$ cat src/rtl/gpi_debounce_pkg.sv
// Shared defaults, types and helpers for the gpi_debounce input-conditioning block.
package gpi_debounce_pkg;

  localparam int GpiDbWidthDefault  = 6;
  localparam int GpiDbCyclesDefault = 50000;
  localparam int GpiDbSyncDefault   = 2;

  // One-cycle edge pulses produced by a single debounced channel.
  typedef struct packed {
    logic rise;
    logic fall;
  } gpi_db_pulse_t;

  // Counter width able to hold 0 .. cycles (the counter itself stops at cycles-1).
  function automatic int gpi_db_cnt_width(input int cycles);
    return $clog2(cycles + 1);
  endfunction

endpackage

$ cat src/rtl/gpi_debounce_chan.sv
// One debounced input channel: synchroniser chain, stability counter,
// stable-value flop and registered rise/fall pulses.
module gpi_debounce_chan
  import gpi_debounce_pkg::*;
#(
  parameter int   SyncStages     = GpiDbSyncDefault,
  parameter int   DebounceCycles = GpiDbCyclesDefault,
  parameter logic RstVal         = 1'b0,
  parameter int   CntWidth       = gpi_db_cnt_width(DebounceCycles)
) (
  input  logic          clk,
  input  logic          srst,
  input  logic          raw,
  output logic          stable,
  output gpi_db_pulse_t pulse
);

  localparam logic [CntWidth-1:0] CntLast = CntWidth'(DebounceCycles - 1);

  logic [SyncStages-1:0] sync_reg;
  logic [CntWidth-1:0]   cnt_reg;
  logic                  stable_reg;
  logic                  rise_reg;
  logic                  fall_reg;
  logic                  s;

  assign s = sync_reg[SyncStages-1];

  // Plain shift chain: nothing but flops between the pin and s.
  always_ff @(posedge clk) begin
    if (srst) begin
      sync_reg <= {SyncStages{RstVal}};
    end else begin
      sync_reg <= {sync_reg[SyncStages-2:0], raw};
    end
  end

  // Accept s once it has differed from the stable value for DebounceCycles
  // consecutive cycles; any return to the stable value restarts the count.
  always_ff @(posedge clk) begin
    if (srst) begin
      cnt_reg    <= '0;
      stable_reg <= RstVal;
      rise_reg   <= 1'b0;
      fall_reg   <= 1'b0;
    end else begin
      rise_reg <= 1'b0;
      fall_reg <= 1'b0;
      if (s == stable_reg) begin
        cnt_reg <= '0;
      end else if (cnt_reg == CntLast) begin
        cnt_reg    <= '0;
        stable_reg <= s;
        rise_reg   <= s;
        fall_reg   <= ~s;
      end else begin
        cnt_reg <= cnt_reg + 1'b1;
      end
    end
  end

  assign stable     = stable_reg;
  assign pulse.rise = rise_reg;
  assign pulse.fall = fall_reg;

endmodule

$ cat src/rtl/gpi_debounce.sv
// Multi-channel conditioning block for raw board switches/buttons feeding the
// demo-system GPI. Optional sticky edge status and interrupt are built only
// when the macro GPI_DEBOUNCE_IRQ_EN is defined; otherwise status_o and irq_o
// are tied low and the enable/clear inputs are ignored.
module gpi_debounce
  import gpi_debounce_pkg::*;
#(
  parameter int               Width          = GpiDbWidthDefault,
  parameter int               SyncStages     = GpiDbSyncDefault,
  parameter int               DebounceCycles = GpiDbCyclesDefault,
  parameter logic [Width-1:0] RstVal         = '0,
  parameter int               CntWidth       = gpi_db_cnt_width(DebounceCycles)
) (
  input  logic             clk_sys_i,
  input  logic             rst_sys_i,
  input  logic [Width-1:0] gp_raw_i,
  output logic [Width-1:0] gp_o,
  output logic [Width-1:0] rise_o,
  output logic [Width-1:0] fall_o,
  input  logic [Width-1:0] rise_en_i,
  input  logic [Width-1:0] fall_en_i,
  input  logic [Width-1:0] clr_i,
  output logic [Width-1:0] status_o,
  output logic             irq_o
);

  gpi_db_pulse_t pulse [Width];

  for (genvar gi = 0; gi < Width; gi++) begin : g_chan
    gpi_debounce_chan #(
      .SyncStages    (SyncStages),
      .DebounceCycles(DebounceCycles),
      .RstVal        (RstVal[gi]),
      .CntWidth      (CntWidth)
    ) u_chan (
      .clk   (clk_sys_i),
      .srst  (rst_sys_i),
      .raw   (gp_raw_i[gi]),
      .stable(gp_o[gi]),
      .pulse (pulse[gi])
    );
    assign rise_o[gi] = pulse[gi].rise;
    assign fall_o[gi] = pulse[gi].fall;
  end

`ifdef GPI_DEBOUNCE_IRQ_EN
  logic [Width-1:0] status_reg;
  logic [Width-1:0] status_next;
  logic             irq_reg;

  // Sticky status: a qualified edge pulse sets, write-1 clears, set wins.
  always_comb begin
    status_next = (status_reg & ~clr_i) | (rise_o & rise_en_i) | (fall_o & fall_en_i);
  end

  // Register status and derive irq from the next state so both move together.
  always_ff @(posedge clk_sys_i) begin
    if (rst_sys_i) begin
      status_reg <= '0;
      irq_reg    <= 1'b0;
    end else begin
      status_reg <= status_next;
      irq_reg    <= |status_next;
    end
  end

  assign status_o = status_reg;
  assign irq_o    = irq_reg;
`else
  logic unused_irq_inputs;
  assign unused_irq_inputs = ^{rise_en_i, fall_en_i, clr_i};

  assign status_o = '0;
  assign irq_o    = 1'b0;
`endif

endmodule
$ cat config.mk
export PLATFORM = sky130hd
export DESIGN_NAME = gpi_debounce
export DESIGN_NICKNAME = d
export VERILOG_FILES = /design/src/rtl/gpi_debounce_pkg.sv /design/src/rtl/gpi_debounce_chan.sv /design/src/rtl/gpi_debounce.sv
export SDC_FILE = /design/constraint.sdc
export NUM_CORES = 1
export LEC_CHECK = 0
export BUFFER_PORTS_ARGS = -buffer_cell sky130_fd_sc_hd__buf_2
export CAP_MARGIN = 5
export CORE_MARGIN = 2
export CORE_UTILIZATION = 45
export CTS_BUF_LIST = sky130_fd_sc_hd__clkbuf_4
export DETAILED_ROUTE_END_ITERATION = 10
export GPL_TIMING_DRIVEN = 0
export PLACE_DENSITY = 0.62
export SETUP_SLACK_MARGIN = 0.02
export SLEW_MARGIN = 0
export SYNTH_ARGS = -nofsm -noshare
export SYNTH_HDL_FRONTEND = slang
export SYNTH_HIERARCHICAL = 1
export SYNTH_SLANG_ARGS = --single-unit
$ cat constraint.sdc
create_clock -name clk_sys_i -period 3.2 [get_ports clk_sys_i]
set_clock_uncertainty 0.1 [all_clocks]
set_input_delay 0.16 -clock clk_sys_i [delete_from_list [all_inputs] [get_ports clk_sys_i]]
set_output_delay 0.16 -clock clk_sys_i [all_outputs]
set_load 0.005 [all_outputs]
==> results of run 1 <==
[cells in the mapped netlist, types with 6 or more instances]
master,n
dfxtp_1,126
nor2_1,109
xnor2_1,63
nand2_1,28
nand3_1,25
nor3_1,23
xor2_1,21
buf_4,19
nand4_1,18
nor4b_1,15
nor4_1,14
nor2b_1,12
nor4bb_1,10
inv_1,9
ha_1,6
mux2i_1,6
nand4b_1,6
[routing by layer]
| metal | vias up | share of wire |
|---|---|---|
| li1 | 2056 | - |
| met1 | 1865 | 0.50 |
| met2 | 48 | 0.46 |
| met3 | 4 | 0.034 |
| met4 | 0 | 0.0065 |
| met5 | - | 0 |
[final cells by class]
cell class                 instances  area (µm²)  share of cell area
buffer                            25         188              0.0309
clock buffer                      18         135              0.0222
clock inverter                    14         216              0.0356
inverter                           9        33.8             0.00556
multi-input combinational        414        2620               0.431
sequential                       126        2520               0.415
tap                              143         179              0.0294
timing repair buffer              31         185              0.0305
[placed cells by master (no fill, tap or decap), drive strengths merged]
cell type    count
ha               6
dfxtp          126
and4             5
clkbuf          18
nand2           33
bufinv           5
xor2            21
nand4b           6
and3             5
mux2i            6
nor4b           15
o31ai            5
clkinv           4
nand4           23
nand4bb          1
nor2b           12
nor4            15
clkinvlp         4
inv             10
nor2           113
nand2b           3
or3              5
nand3           25
nor3            23
or4              6
dlygate4sd3      6
a21oi            5
a211o            1
buf             50
conb             7
xnor2           63
nor4bb          10
[worst reg2reg max path: cells and delay by family, from the launching register on]
kind,cells,cell delay (ns)
AND/OR/NAND/NOR,4,1.00
flip-flops,1,0.41
buffers and inverters,1,0.26
adder cells (fa/ha/maj),1,0.22
[power by group]
group,switching [W],total [W],internal (W)
Sequential,0.00000688,0.00158,0.00158
Combinational,0.0000256,0.0000500,0.0000244
Clock,0.000595,0.00130,0.000708
[how the worst max path moves through the flow]
stage / start / endpoint / cells after the start
2_1_floorplan: g_chan[5].u_chan/cnt_reg[0] / g_chan[5].u_chan/cnt_reg[12] / 6
6_report: g_chan[2].u_chan/cnt_reg[0] / g_chan[2].u_chan/cnt_reg[8] / 6
3_3_place_gp: g_chan[2].u_chan/cnt_reg[0] / g_chan[2].u_chan/cnt_reg[12] / 6
4_1_cts: g_chan[2].u_chan/cnt_reg[0] / g_chan[2].u_chan/cnt_reg[11] / 6
5_1_grt: g_chan[2].u_chan/cnt_reg[0] / g_chan[2].u_chan/cnt_reg[11] / 6
3_5_place_dp: g_chan[2].u_chan/cnt_reg[0] / g_chan[2].u_chan/cnt_reg[11] / 6
[logic make-up (layout without fill, tap and decap cells)]
| kind of cell | Yosys count | count (layout) | share of synthesized area |
|---|---|---|---|
| compound gates | 11 | 11 | 0.0150 |
| xor+xnor | 84 | 84 | 0.138 |
| fa+ha+maj | 6 | 6 | 0.0141 |
| buf+inv | 34 | 97 | 0.0415 |
| flops | 126 | 126 | 0.473 |
| mux | 6 | 6 | 0.0113 |
| other cells | 1 | 7 | 0.000703 |
| simple gates | 300 | 300 | 0.307 |
[stage by stage]
step           cells  instance area (µm²)  hold slack [ns]  setup slack [ns]
3_3_place_gp     742                 5660            0.271              1.16
3_5_place_dp     742                 5660            0.278              1.10
4_1_cts          780                 6080          0.00209              1.08
6_report         780                 6080           0.0475              1.11
5_1_grt          780                 6080           0.0339             0.875
2_1_floorplan    574                 5360            0.132              1.46
[what timing repair did]
item | in CTS | in global routing
hold buffers | 6 | 0
gates resized for setup | 0 | 0
endpoints found under the hold margin | 6 | 0
setup endpoints to repair | 0 | 0
==> results.tsv, run 1 <==
stage	metric	value	unit
outcome	outcome	finished with violations	
outcome	violations	DRC	
routing	wl_per_cell	11.9	µm
worst_setup_path	r2r_start	g_chan[2].u_chan/cnt_reg[0]	
cells_and_area	drive_above_1_share	0.155	
floorplan	ios	51	
routing	drtAntennaViolNets	0	
worst_setup_path	crit_arrival	2.42	ns
logic_synthesis	ys_ff_latch	126	
floorplan	start_util	0.463	
logic_synthesis	synthFlopType	dfxtp_1	
worst_setup_path	crit_path_end_kind	register	
logic_synthesis	syn_avg_cell_area	9.40	µm²
pwr	leakagePower	1.99	nW
clock_tree	cts_root_buf	clkbuf_4	
sta	setup_viol	0	
hold_path	holdCritStartpoint	rst_sys_i	
hold_path	hp-class	primary input to register	
worst_setup_path	critPathMaxFanout	10	
pwr	p_total	0.00294	W
worst_setup_path	critPathKind	register to register	
cells_and_area	finalNetCount	656	
global_route	grtUsageMet3	0.0568	
floorplan	core-area	11500	µm²
sta	min_period_over_period	0.653	
logic_synthesis	yosysWarningCount	6	
worst_setup_path	cp.required	3.53	ns
worst_setup_path	cp_cell_sequence	ha_1 -> nand3_1 -> nand4b_1 -> nand2_1 -> buf_2 -> nor2_1	
global_route	antenna_found_initial	0	
hold_path	hold_depth	2	
global_route	overflow	0	
placed_design	dpl.hpwl	6420	µm
logic_synthesis	synthArstFlopShare	0	
logic_synthesis	synth_edf_count	0	
sta	rsz0062_at_grt	no	
clock_tree	cts_tree	yes	
cells_and_area	utilization	0.528	
clock_tree	cts_setup_buffers	0	
logic_synthesis	yosys.area.top_type	dfxtp_1	
cells_and_area	n_fill_cell	1084	
clock_tree	clock_sinks	126	
worst_setup_path	crit_buf_inv	1	
sta	slew_headroom	0.545	
worst_setup_path	worst_path_max_delay_cell	dfxtp_1	
placed_design	port_buffers	25	
sta	fin_tns_setup	0	ns
routing	wl	9300	µm
global_route	grtUsageMet1	0.202	
pwr	p_per_area	483	nW/µm²
job	cap_violations	0	
global_route	grt_pass1_wl	16400	µm
clock_tree	cts.clk_slew.worst_paths	0.11	ns
global_route	grt_util_met2	0.245	
global_route	grt.total_usage	0.159	
worst_setup_path	crit_family	simple AND/OR/NAND/NOR gates	
logic_synthesis	synthesis.instances	568	
floorplan	fp.dieW	113	µm
clock_tree	insertion_delay	0.54	ns
logic_synthesis	yosysUniqueCellTypes	34	
routing	drtIter0Drc	239	
worst_setup_path	critPathMaxStageDelay	0.41	ns
routing	route.detailed.drc	4	
sta	finalHoldViolCount	0	
sta	fmaxAchievable	478	MHz
routing	vias	3973	
hold_path	holdPathEnd	g_chan[2].u_chan/stable	
logic_synthesis	synth_seq_area_share	0.473	
worst_setup_path	ff2ff_path_depth	6	
global_route	grt_max_degree	36	
placed_design	gp_congestion	0.804	
cells_and_area	largest_reg_flops	96	
floorplan	die_h	113	µm
cells_and_area	syn_to_final_growth	13.8	%
logic_synthesis	yosys-top-cells-area	dfxtp_1 (47%), xnor2_1 (10%), nor2_1 (7.7%)	
logic_synthesis	synth_area	5340	µm²
sta	period_needed	2.09	ns
clock_tree	h-tree-depth	4	
routing	via_per_inst	5.09	
logic_synthesis	synth_top_area_share	0.473	
cells_and_area	antenna_cells	0	
routing	drtPass1Iterations	7	
clock_tree	cts_buffers	17	
sta	tightest_slew	0.683	ns
global_route	grt_pass1_vias	3687	
worst_setup_path	r2r_slack	1.11	ns
worst_setup_path	r2r-end	g_chan[2].u_chan/cnt_reg[8]	
global_route	top_usage_layer	met2	
floorplan	row_count	39	
floorplan	die_area	12700	µm²
sta	slew_violations	0	
pwr	peakVddDrop	373	µV
clock_tree	clk_path_buf_depth	2	
worst_setup_path	start_kind	register	
(Power assumes the default switching activity.)
==> inputs of run 2 (changes only) <==
--- a/config.mk
+++ b/config.mk
@@ -5,6 +5,7 @@
 export SDC_FILE = /design/constraint.sdc
 export NUM_CORES = 1
 export LEC_CHECK = 0
+export ABC_AREA = 1
 export BUFFER_PORTS_ARGS = -buffer_cell sky130_fd_sc_hd__buf_2
 export CAP_MARGIN = 5
 export CORE_MARGIN = 2
@@ -12,7 +13,7 @@
 export CTS_BUF_LIST = sky130_fd_sc_hd__clkbuf_4
 export DETAILED_ROUTE_END_ITERATION = 10
 export GPL_TIMING_DRIVEN = 0
-export PLACE_DENSITY = 0.62
+export PLACE_DENSITY = 0.64
 export SETUP_SLACK_MARGIN = 0.02
 export SLEW_MARGIN = 0
 export SYNTH_ARGS = -nofsm -noshare
==> constraint.sdc (replaced) <==
create_clock -name clk_sys_i -period 1.9 [get_ports clk_sys_i]
set_clock_uncertainty 0.1 [all_clocks]
set_input_delay 0.095 -clock clk_sys_i [delete_from_list [all_inputs] [get_ports clk_sys_i]]
set_output_delay 0.095 -clock clk_sys_i [all_outputs]
set_load 0.005 [all_outputs]
==> run 2 against run 1 <==
Against the previous run: the flow now finishes without violations; utilization fell by 1.6 points; via count rose by 30%; clock-buffer cell count did not move; fmax rose by 30%; flip-flop and latch count did not move.
==> results.tsv, run 2 <==
stage	metric	value	unit
outcome	outcome	finished clean	
sta	setup_viol	0	
floorplan	start_util	0.454	
global_route	grt_pass1_wl	20200	µm
logic_synthesis	ys_ff_latch	126	
global_route	overflow	0	
logic_synthesis	yosys-top-cells-area	dfxtp_1 (40%), nand2_1 (11%), nor2_1 (9.2%)	
logic_synthesis	synth_area	6230	µm²
worst_setup_path	critPathMaxFanout	10	
placed_design	port_buffers	25	
sta	finalHoldViolCount	0	
sta	fin_tns_setup	0	ns
floorplan	core-area	13700	µm²
worst_setup_path	crit_family	simple AND/OR/NAND/NOR gates	
clock_tree	h-tree-depth	4	
sta	min_period_over_period	0.845	
cells_and_area	drive_above_1_share	0.150	
clock_tree	cts-resized-gates	0	
logic_synthesis	syn_avg_cell_area	7.09	µm²
global_route	grt.total_usage	0.169	
logic_synthesis	synth_seq_area_share	0.405	
global_route	antenna_found_initial	0	
hold_path	holdCritStartpoint	g_chan[3].u_chan/sync_reg[0]	
sta	slew_violations	0	
worst_setup_path	critPathKind	register to register	
routing	drtAntennaViolNets	0	
worst_setup_path	start_kind	register	
routing	wl	11400	µm
logic_synthesis	synthArstFlopShare	0	
sta	fmaxAchievable	623	MHz
logic_synthesis	synthFlopType	dfxtp_1	
logic_synthesis	synthesis.instances	879	
sta	rsz0062_at_grt	no	
logic_synthesis	yosysMostFrequentCell	nand2_1	
placed_design	placed_cell_area	6610	µm²
pwr	peakVddDrop	582	µV
worst_setup_path	r2r_start	g_chan[0].u_chan/cnt_reg[0]	
placed_design	gp_congestion	0.864	
routing	wl_per_cell	10.1	µm
floorplan	ios	51	
clock_tree	cts.clk_slew.worst_paths	0.11	ns
clock_tree	clk_path_buf_depth	2	
pwr	leakagePower	2.57	nW
routing	drtPass1Iterations	5	
global_route	grt_max_degree	19	
cells_and_area	fin_area	7020	µm²
worst_setup_path	crit_arrival	1.93	ns
logic_synthesis	yosysUniqueCellTypes	25	
worst_setup_path	crit_path_end_kind	register	
clock_tree	clock_sinks	126	
cells_and_area	n_fill_cell	1378	
floorplan	die_h	122	µm
cells_and_area	layout_commonest_cell	nand2_1	
cells_and_area	register_area	2520	µm²
worst_setup_path	crit_cells	7	
sta	period_needed	1.61	ns
logic_synthesis	synth_edf_count	0	
routing	via_per_inst	4.56	
cells_and_area	syn_to_final_growth	12.6	%
global_route	grt_pass1_vias	4708	
routing	vias	5170	
cells_and_area	largest_reg_flops	96	
logic_synthesis	yosys.area.top_type	dfxtp_1	
cells_and_area	antenna_cells	0	
worst_setup_path	worst_path_max_delay_cell	dfxtp_1	
worst_setup_path	cp.required	2.23	ns
routing	drtIter0Drc	319	
worst_setup_path	critPathMaxStageDelay	0.37	ns
clock_tree	cts_tree	yes	
floorplan	fp.dieW	122	µm
logic_synthesis	yosysWarningCount	6	
routing	route.detailed.drc	0	
hold_path	hold_depth	2	
logic_synthesis	synth_commonest_cells	nand2_1 (187), nor2_1 (153), inv_1 (132)	
worst_setup_path	cp_cell_sequence	ha_1 -> nand3_4 -> nor2_4 -> nand3_2 -> nand2_2 -> buf_6 -> nor2_1	
logic_synthesis	synth_top_area_share	0.405	
job	cap_violations	0	
floorplan	row_count	43	
worst_setup_path	crit_buf_inv	1	
cells_and_area	finalNetCount	974	
clock_tree	cts_root_buf	clkbuf_4	
hold_path	hp-class	register to register	
floorplan	die_area	14800	µm²
worst_setup_path	ff2ff_path_depth	7	
worst_setup_path	cp-startpoint	g_chan[0].u_chan/cnt_reg[0]	
pwr	p_per_area	664	nW/µm²
cells_and_area	multi_input_area	3030	µm²
placed_design	dpl.hpwl	8440	µm
clock_tree	insertion_delay	0.53	ns
cells_and_area	layout_common_cells	nand2_1 (187), nor2_1 (153), inv_1 (132), dfxtp_1 (126), nand3_1 (58)	
clock_tree	cts_buffers	17	
run 2: timing repair:
| action | CTS | global route |
|---|---|---|
| endpoints found under the hold margin | 18 | 0 |
| setup buffers | 0 | 0 |
| hold buffers | 13 | 0 |
run 2: cell type report:
| type | instances | share of cell area |
|---|---|---|
| multi-input cells | 602 | 0.431 |
| clock buffers | 18 | 0.0192 |
| well taps | 180 | 0.0321 |
| repair buffers | 38 | 0.0364 |
| clock inverters | 14 | 0.0214 |
| flip-flops and latches | 126 | 0.359 |
| inverters | 132 | 0.0706 |
| plain buffers | 25 | 0.0299 |
run 2: path summary, 6_finish.rpt:
check | to | slack, ns
hold / removal | g_chan[3].u_chan/sync_reg[1] | 0.31
setup / recovery | g_chan[0].u_chan/cnt_reg[10] | 0.29
hold reg to reg | g_chan[3].u_chan/sync_reg[1] | 0.31
setup reg to reg | g_chan[0].u_chan/cnt_reg[10] | 0.29
run 2: worst register-to-register path: cells and delay by family, from the launching register on:
family,cells,cell delay [ns]
AND/OR/NAND/NOR,5,0.63
adder cells (fa/ha/maj),1,0.24
buffers and inverters,1,0.18
flip-flops,1,0.37
run 2: kinds of logic (layout without fill, tap and decap cells):
| kind of cell | count (synthesis) | count (layout) | synth area share |
|---|---|---|---|
| flip-flops | 126 | 126 | 0.405 |
| XOR/XNOR | 36 | 36 | 0.0506 |
| other | 1 | 7 | 0.000602 |
| AO/OA/AOI/OAI | 54 | 54 | 0.0464 |
| adder cells (fa/ha/maj) | 6 | 6 | 0.0120 |
| AND/OR/NAND/NOR | 499 | 499 | 0.372 |
| buffers and inverters | 157 | 227 | 0.113 |
run 2: per-stage QoR:
stage	setup WS (ns)	hold slack (ns)	std cells	util	power [W]
global route	0.105	0.321	1135	0.512	0.00486
CTS	0.284	0.307	1135	0.512	0.00473
global placement	0.295	0.194	1090	0.481	0.00282
detailed placement	0.300	0.202	1090	0.481	0.00282
floorplan	0.497	0.0662	885	-	0.00279
finish	0.295	0.306	1135	0.512	0.00466
run 2: where the power goes:
part / internal (W) / leakage, nW / switching (W)
Sequential: 0.00266 / 1.02 / 0.00000596
Combinational: 0.0000520 / 1.40 / 0.0000612
Clock: 0.000902 / 0.152 / 0.000983
run 2: layer usage:
metal | GRT usage | vias up | routed length (µm)
met3 | 0.0571 | 10 | 478
met1 | 0.212 | 2251 | 5680
met4 | 0.0503 | 0 | 122
met2 | 0.278 | 61 | 5160
li1 | - | 2848 | -
met5 | 0 | - | 0
